<file path="src/rtl/ccd_pixel_usb_tx.sv">
// rtl/ccd_pixel_usb_tx.sv - CCD pixel capture into a word FIFO, serialised low byte first onto an FT245-style USB write port
// Optional 55/AA frame marker on each synchronised ccd_busy rise: define CCD_FRAME_MARKER_EN.
module ccd_pixel_usb_tx #(
    parameter int DEPTH  = 16,
    parameter int ADDR_W = 4
) (
    input  logic              clk,
    input  logic              rst,
    input  logic              enable,
    input  logic              ccd_busy,
    input  logic [15:0]       data_in,
    input  logic              data_avail,
    output logic              data_accept,
    input  logic              usb_txe_n,
    output logic              usb_wr_n,
    output logic [7:0]        usb_data,
    output logic [ADDR_W:0]   fifo_level,
    output logic              fifo_full
);

    logic avail_m, avail_s, busy_m, busy_s;

    always_ff @(posedge clk or posedge rst) begin
        if (rst) begin
            avail_m <= 1'b0;
            avail_s <= 1'b0;
            busy_m  <= 1'b0;
            busy_s  <= 1'b0;
        end else begin
            avail_m <= data_avail;
            avail_s <= avail_m;
            busy_m  <= ccd_busy;
            busy_s  <= busy_m;
        end
    end

    logic [15:0]     mem [DEPTH];
    logic [ADDR_W:0] wptr, rptr;
    logic [15:0]     head;
    logic            push, pop, fifo_empty;

    assign fifo_empty = (wptr == rptr);
    assign fifo_full  = (wptr[ADDR_W] != rptr[ADDR_W]) &&
                        (wptr[ADDR_W-1:0] == rptr[ADDR_W-1:0]);
    assign fifo_level = wptr - rptr;
    assign head       = mem[rptr[ADDR_W-1:0]];

    always_ff @(posedge clk) begin
        if (push)
            mem[wptr[ADDR_W-1:0]] <= data_in;
    end

    always_ff @(posedge clk or posedge rst) begin
        if (rst) begin
            wptr <= '0;
            rptr <= '0;
        end else begin
            if (push)
                wptr <= wptr + 1'b1;
            if (pop)
                rptr <= rptr + 1'b1;
        end
    end

    typedef enum logic {CAP_WAIT, CAP_ACK} cap_state_t;
    cap_state_t cap_state, cap_next;

    always_ff @(posedge clk or posedge rst) begin
        if (rst)
            cap_state <= CAP_WAIT;
        else
            cap_state <= cap_next;
    end

    always_comb begin
        cap_next = cap_state;
        push     = 1'b0;
        case (cap_state)
            CAP_WAIT: begin
                if (enable && avail_s && !fifo_full) begin
                    push     = 1'b1;
                    cap_next = CAP_ACK;
                end
            end
            CAP_ACK: begin
                if (!avail_s)
                    cap_next = CAP_WAIT;
            end
            default: cap_next = CAP_WAIT;
        endcase
    end

    assign data_accept = (cap_state == CAP_ACK);

    logic marker_pend, marker_take;

`ifdef CCD_FRAME_MARKER_EN
    logic busy_d;

    // A rise seen while a marker is still queued (or being taken) collapses into it.
    always_ff @(posedge clk or posedge rst) begin
        if (rst) begin
            busy_d      <= 1'b0;
            marker_pend <= 1'b0;
        end else begin
            busy_d <= busy_s;
            if (marker_take)
                marker_pend <= 1'b0;
            else if (busy_s && !busy_d)
                marker_pend <= 1'b1;
        end
    end
`else
    logic unused_busy;
    assign marker_pend = 1'b0;
    assign unused_busy = busy_s ^ marker_take;
`endif

    // Any state other than TX_IDLE means usb_data holds a byte awaiting transfer.
    typedef enum logic [2:0] {TX_IDLE, TX_LO, TX_HI, TX_MK1, TX_MK2} tx_state_t;
    tx_state_t  tx_state, tx_next;
    logic [7:0] hi_byte, hi_next, data_next;
    logic       boundary;

    always_ff @(posedge clk or posedge rst) begin
        if (rst) begin
            tx_state <= TX_IDLE;
            usb_data <= 8'h00;
            hi_byte  <= 8'h00;
        end else begin
            tx_state <= tx_next;
            usb_data <= data_next;
            hi_byte  <= hi_next;
        end
    end

    always_comb begin
        tx_next     = tx_state;
        data_next   = usb_data;
        hi_next     = hi_byte;
        pop         = 1'b0;
        marker_take = 1'b0;
        boundary    = !usb_txe_n &&
                      (tx_state == TX_IDLE || tx_state == TX_HI || tx_state == TX_MK2);
        if (boundary) begin
            if (marker_pend) begin
                tx_next     = TX_MK1;
                data_next   = 8'h55;
                marker_take = 1'b1;
            end else if (!fifo_empty) begin
                tx_next   = TX_LO;
                pop       = 1'b1;
                data_next = head[7:0];
                hi_next   = head[15:8];
            end else begin
                tx_next = TX_IDLE;
            end
        end else if (!usb_txe_n) begin
            case (tx_state)
                TX_LO: begin
                    tx_next   = TX_HI;
                    data_next = hi_byte;
                end
                TX_MK1: begin
                    tx_next   = TX_MK2;
                    data_next = 8'hAA;
                end
                default: tx_next = tx_state;
            endcase
        end
    end

    assign usb_wr_n = (tx_state == TX_IDLE) || usb_txe_n;

endmodule
</file>
<file path="config.mk">
export PLATFORM = sky130hd
export DESIGN_NAME = ccd_pixel_usb_tx
export DESIGN_NICKNAME = d
export VERILOG_FILES = /design/src/rtl/ccd_pixel_usb_tx.sv
export SDC_FILE = /design/constraint.sdc
export NUM_CORES = 1
export LEC_CHECK = 0
export CORE_MARGIN = 3
export CORE_UTILIZATION = 45
export DETAILED_ROUTE_END_ITERATION = 8
export GPL_ROUTABILITY_DRIVEN = 0
export PLACE_DENSITY = 0.63
export SYNTH_ARGS = -nofsm -noshare
export SYNTH_HDL_FRONTEND = slang
export SYNTH_SLANG_ARGS = --single-unit
</file>
<file path="constraint.sdc">
create_clock -name clk -period 4.66 [get_ports clk]
set_input_delay 0.932 -clock clk [delete_from_list [all_inputs] [get_ports clk]]
set_output_delay 0.932 -clock clk [all_outputs]
set_load 0.02 [all_outputs]
</file>
==> metrics.txt <==
Register Area 8493 µm²; Setup crit end kind output pin; clk_lat worst skew 560 ps; CTS Sinks 288; initial DRC count 521; CTS Buf Count 29; Slew headroom 36.52%; starting density of the core 46.49%; Power per Cell Area 605.6 nW/µm²; Synth top cells by count edfxtp_1, mux4_2, dfrtp_1, nand2_1, mux2i_1; nature of the critical path startpoint flip-flop; Routed Antenna Nets 0; Seq/Total Area, Yosys 74.00%; share of layout cells above drive strength 1 24.23%; worst min path class reg2reg; First-pass DRT Iterations 5; Post-CTS Resized 0; Worst-path clk slew 60 ps; critical path class reg2out; core area 24680 µm²; CTS tree done; top-area cell type share of the netlist area 67.02%; clk buf depth 3; initial antenna violation count 1; synthesized net count 594; WL per Instance 23.61 µm; Cell Area, Synth 11470 µm²; first-pass GRT wire length 35.32 mm; Final min period 3742 ps; Critical R2R Launch rptr[1]; Synth Instances 562; global route overflow 0; filler cell count 1904; DP HPWL 13.96 mm; async set or reset register ratio after synthesis 11.11%; die width 165.7 µm; max_cap viols 0; postcts setup bufs 0; IO Pins 38; Max Freq 267.3 MHz; Post-Route Utilization 53.89%; Leakage Power 4.465 nW; Yosys reg bits 288; YS warnings 0; Rows 57; Layout Nets 658; top cells by area in the synthesized netlist edfxtp_1, mux4_2, dfrtp_1; Total GRT Usage 16.79%; Synth area leader edfxtp_1; Max IR drop VDD 0.4777 mV; Hold Crit Start avail_m; synth unique cells 44; fin crit share 80.29%; Die Area 27440 µm²; Worst Path Max Fanout 25; final max-slew violation count 0; Area growth syn-to-layout 15.94%; CTS root buf clkbuf_16; setup TNS 0 ps; # setup viols final 0; total power 8.054 mW; vias in the first global route 5703; reg2reg path depth 7; Clock Skew 33.67 ps; port bufs 36; Synth Flop Type edfxtp_1; number of synthesized flops with an enable pin 256; Hold EP avail_s; Routed WL 22.98 mm; Reg-to-Reg End mem[6][12]; drt drc 0; Die Y 165.7 µm; final hold violation count 0; via count 5480; area occupied by multi-input gates 2749 µm²; critical path arrival 2810 ps; hold-fix buffers at CTS 0; count leader, synth edfxtp_1; Least-Margin Pin Slew 951.1 ps; largest net degree at the start of global routing 43; reg-to-reg slack, setup 1200 ps; Vias per Instance 5.632; status finished clean; Critical Path RT 3730 ps; RSZ-0062 raised after global routing false; CTS H-tree lvls 1; hold depth 0; Avg Inst Size Synth 20.41 µm²
-- worst max-delay path, stage by stage (launching register included) --
cell and delay (ps):
dfrtp_4 710, inv_1 120, ha_1 320, a21o_1 170, a21oi_1 170, xnor2_1 150, clkdlybuf4s50_1 640
-- metal layers --
metal	vias to the layer above	GRT usage [%]	part of all wire, %
met4	0	4.882	2.4
met2	136	27.44	50
met3	36	2.383	4.7
li1	2415	-	-
met1	2893	23.94	43
met5	-	0	0
-- cells in the final DEF, fill, tap and decap left out, drive strengths merged, types with 2 or more instances in the layout --
cell / n
mux2i: 16
edfxtp: 256
nand2: 23
nand3: 2
bufinv: 6
o22ai: 8
nor2b: 4
nand2b: 4
clkinv: 10
a32oi: 2
xnor2: 12
nor3: 8
and3: 3
or2: 2
dfrtp: 32
a21oi: 3
o221ai: 4
nand4: 6
o21ai: 8
clkbuf: 33
buf: 25
mux4: 64
clkdlybuf4s50: 36
a211oi: 10
mux2: 5
ha: 9
a21o: 11
a22oi: 3
nor2: 14
a221oi: 2
clkinvlp: 2
inv: 17
-- logic make-up after synthesis --
logic type | synth area share (%)
simple gates | 2.825
flops | 74.00
xor+xnor | 1.058
mux | 14.71
buf+inv | 2.487
compound gates | 3.763
fa+ha+maj | 1.156
-- report_power, final --
part	leakage (nW)	switching, mW	internal [mW]
combinational	1.28	1.24	1.14
sequential	2.69	0.212	3.03
clock	0.492	0.959	1.48
-- layout make-up --
class	count	area share (%)
sequential	288	63.86
timing repair buffer	61	4.309
antenna	1	0.01882
clock buffer	33	5.570
tap	324	3.048
clock inverter	20	2.098
multi-input combinational	231	20.67
inverter	15	0.4234
-- through the flow --
step           hold WS, ps  instances  cell area [µm²]  worst slack, ps
3_5_place_dp         338.8        919            12280             1194
2_1_floorplan        331.2        562            11470            960.3
4_1_cts              366.0        972            13300            851.0
3_3_place_gp         343.2        919            12280             1217
5_1_grt              367.4        973            13300            749.5
6_report             364.7        973            13300            918.3
-- worst max-delay path by stage --
stage	from	endpoint	slack, ps	cells after the start
finish	rptr[1]	fifo_level[3]	920	6
CTS	rptr[1]	fifo_level[3]	850	6
floorplan	rptr[2]	mem[3][0]	960	9
global route	rptr[1]	fifo_level[3]	750	6
detailed placement	enable	mem[6][11]	1190	6
global placement	enable	mem[6][11]	1220	6
-- registers in the layout (all words and copies together) (netlist names) --
register / count
hi_byte: 8
mem: 256
rptr: 5
wptr: 5
usb_data: 8
data_accept: 1
tx_state: 3
avail_s: 1
avail_m: 1
Power figures use the tool's default switching activity.
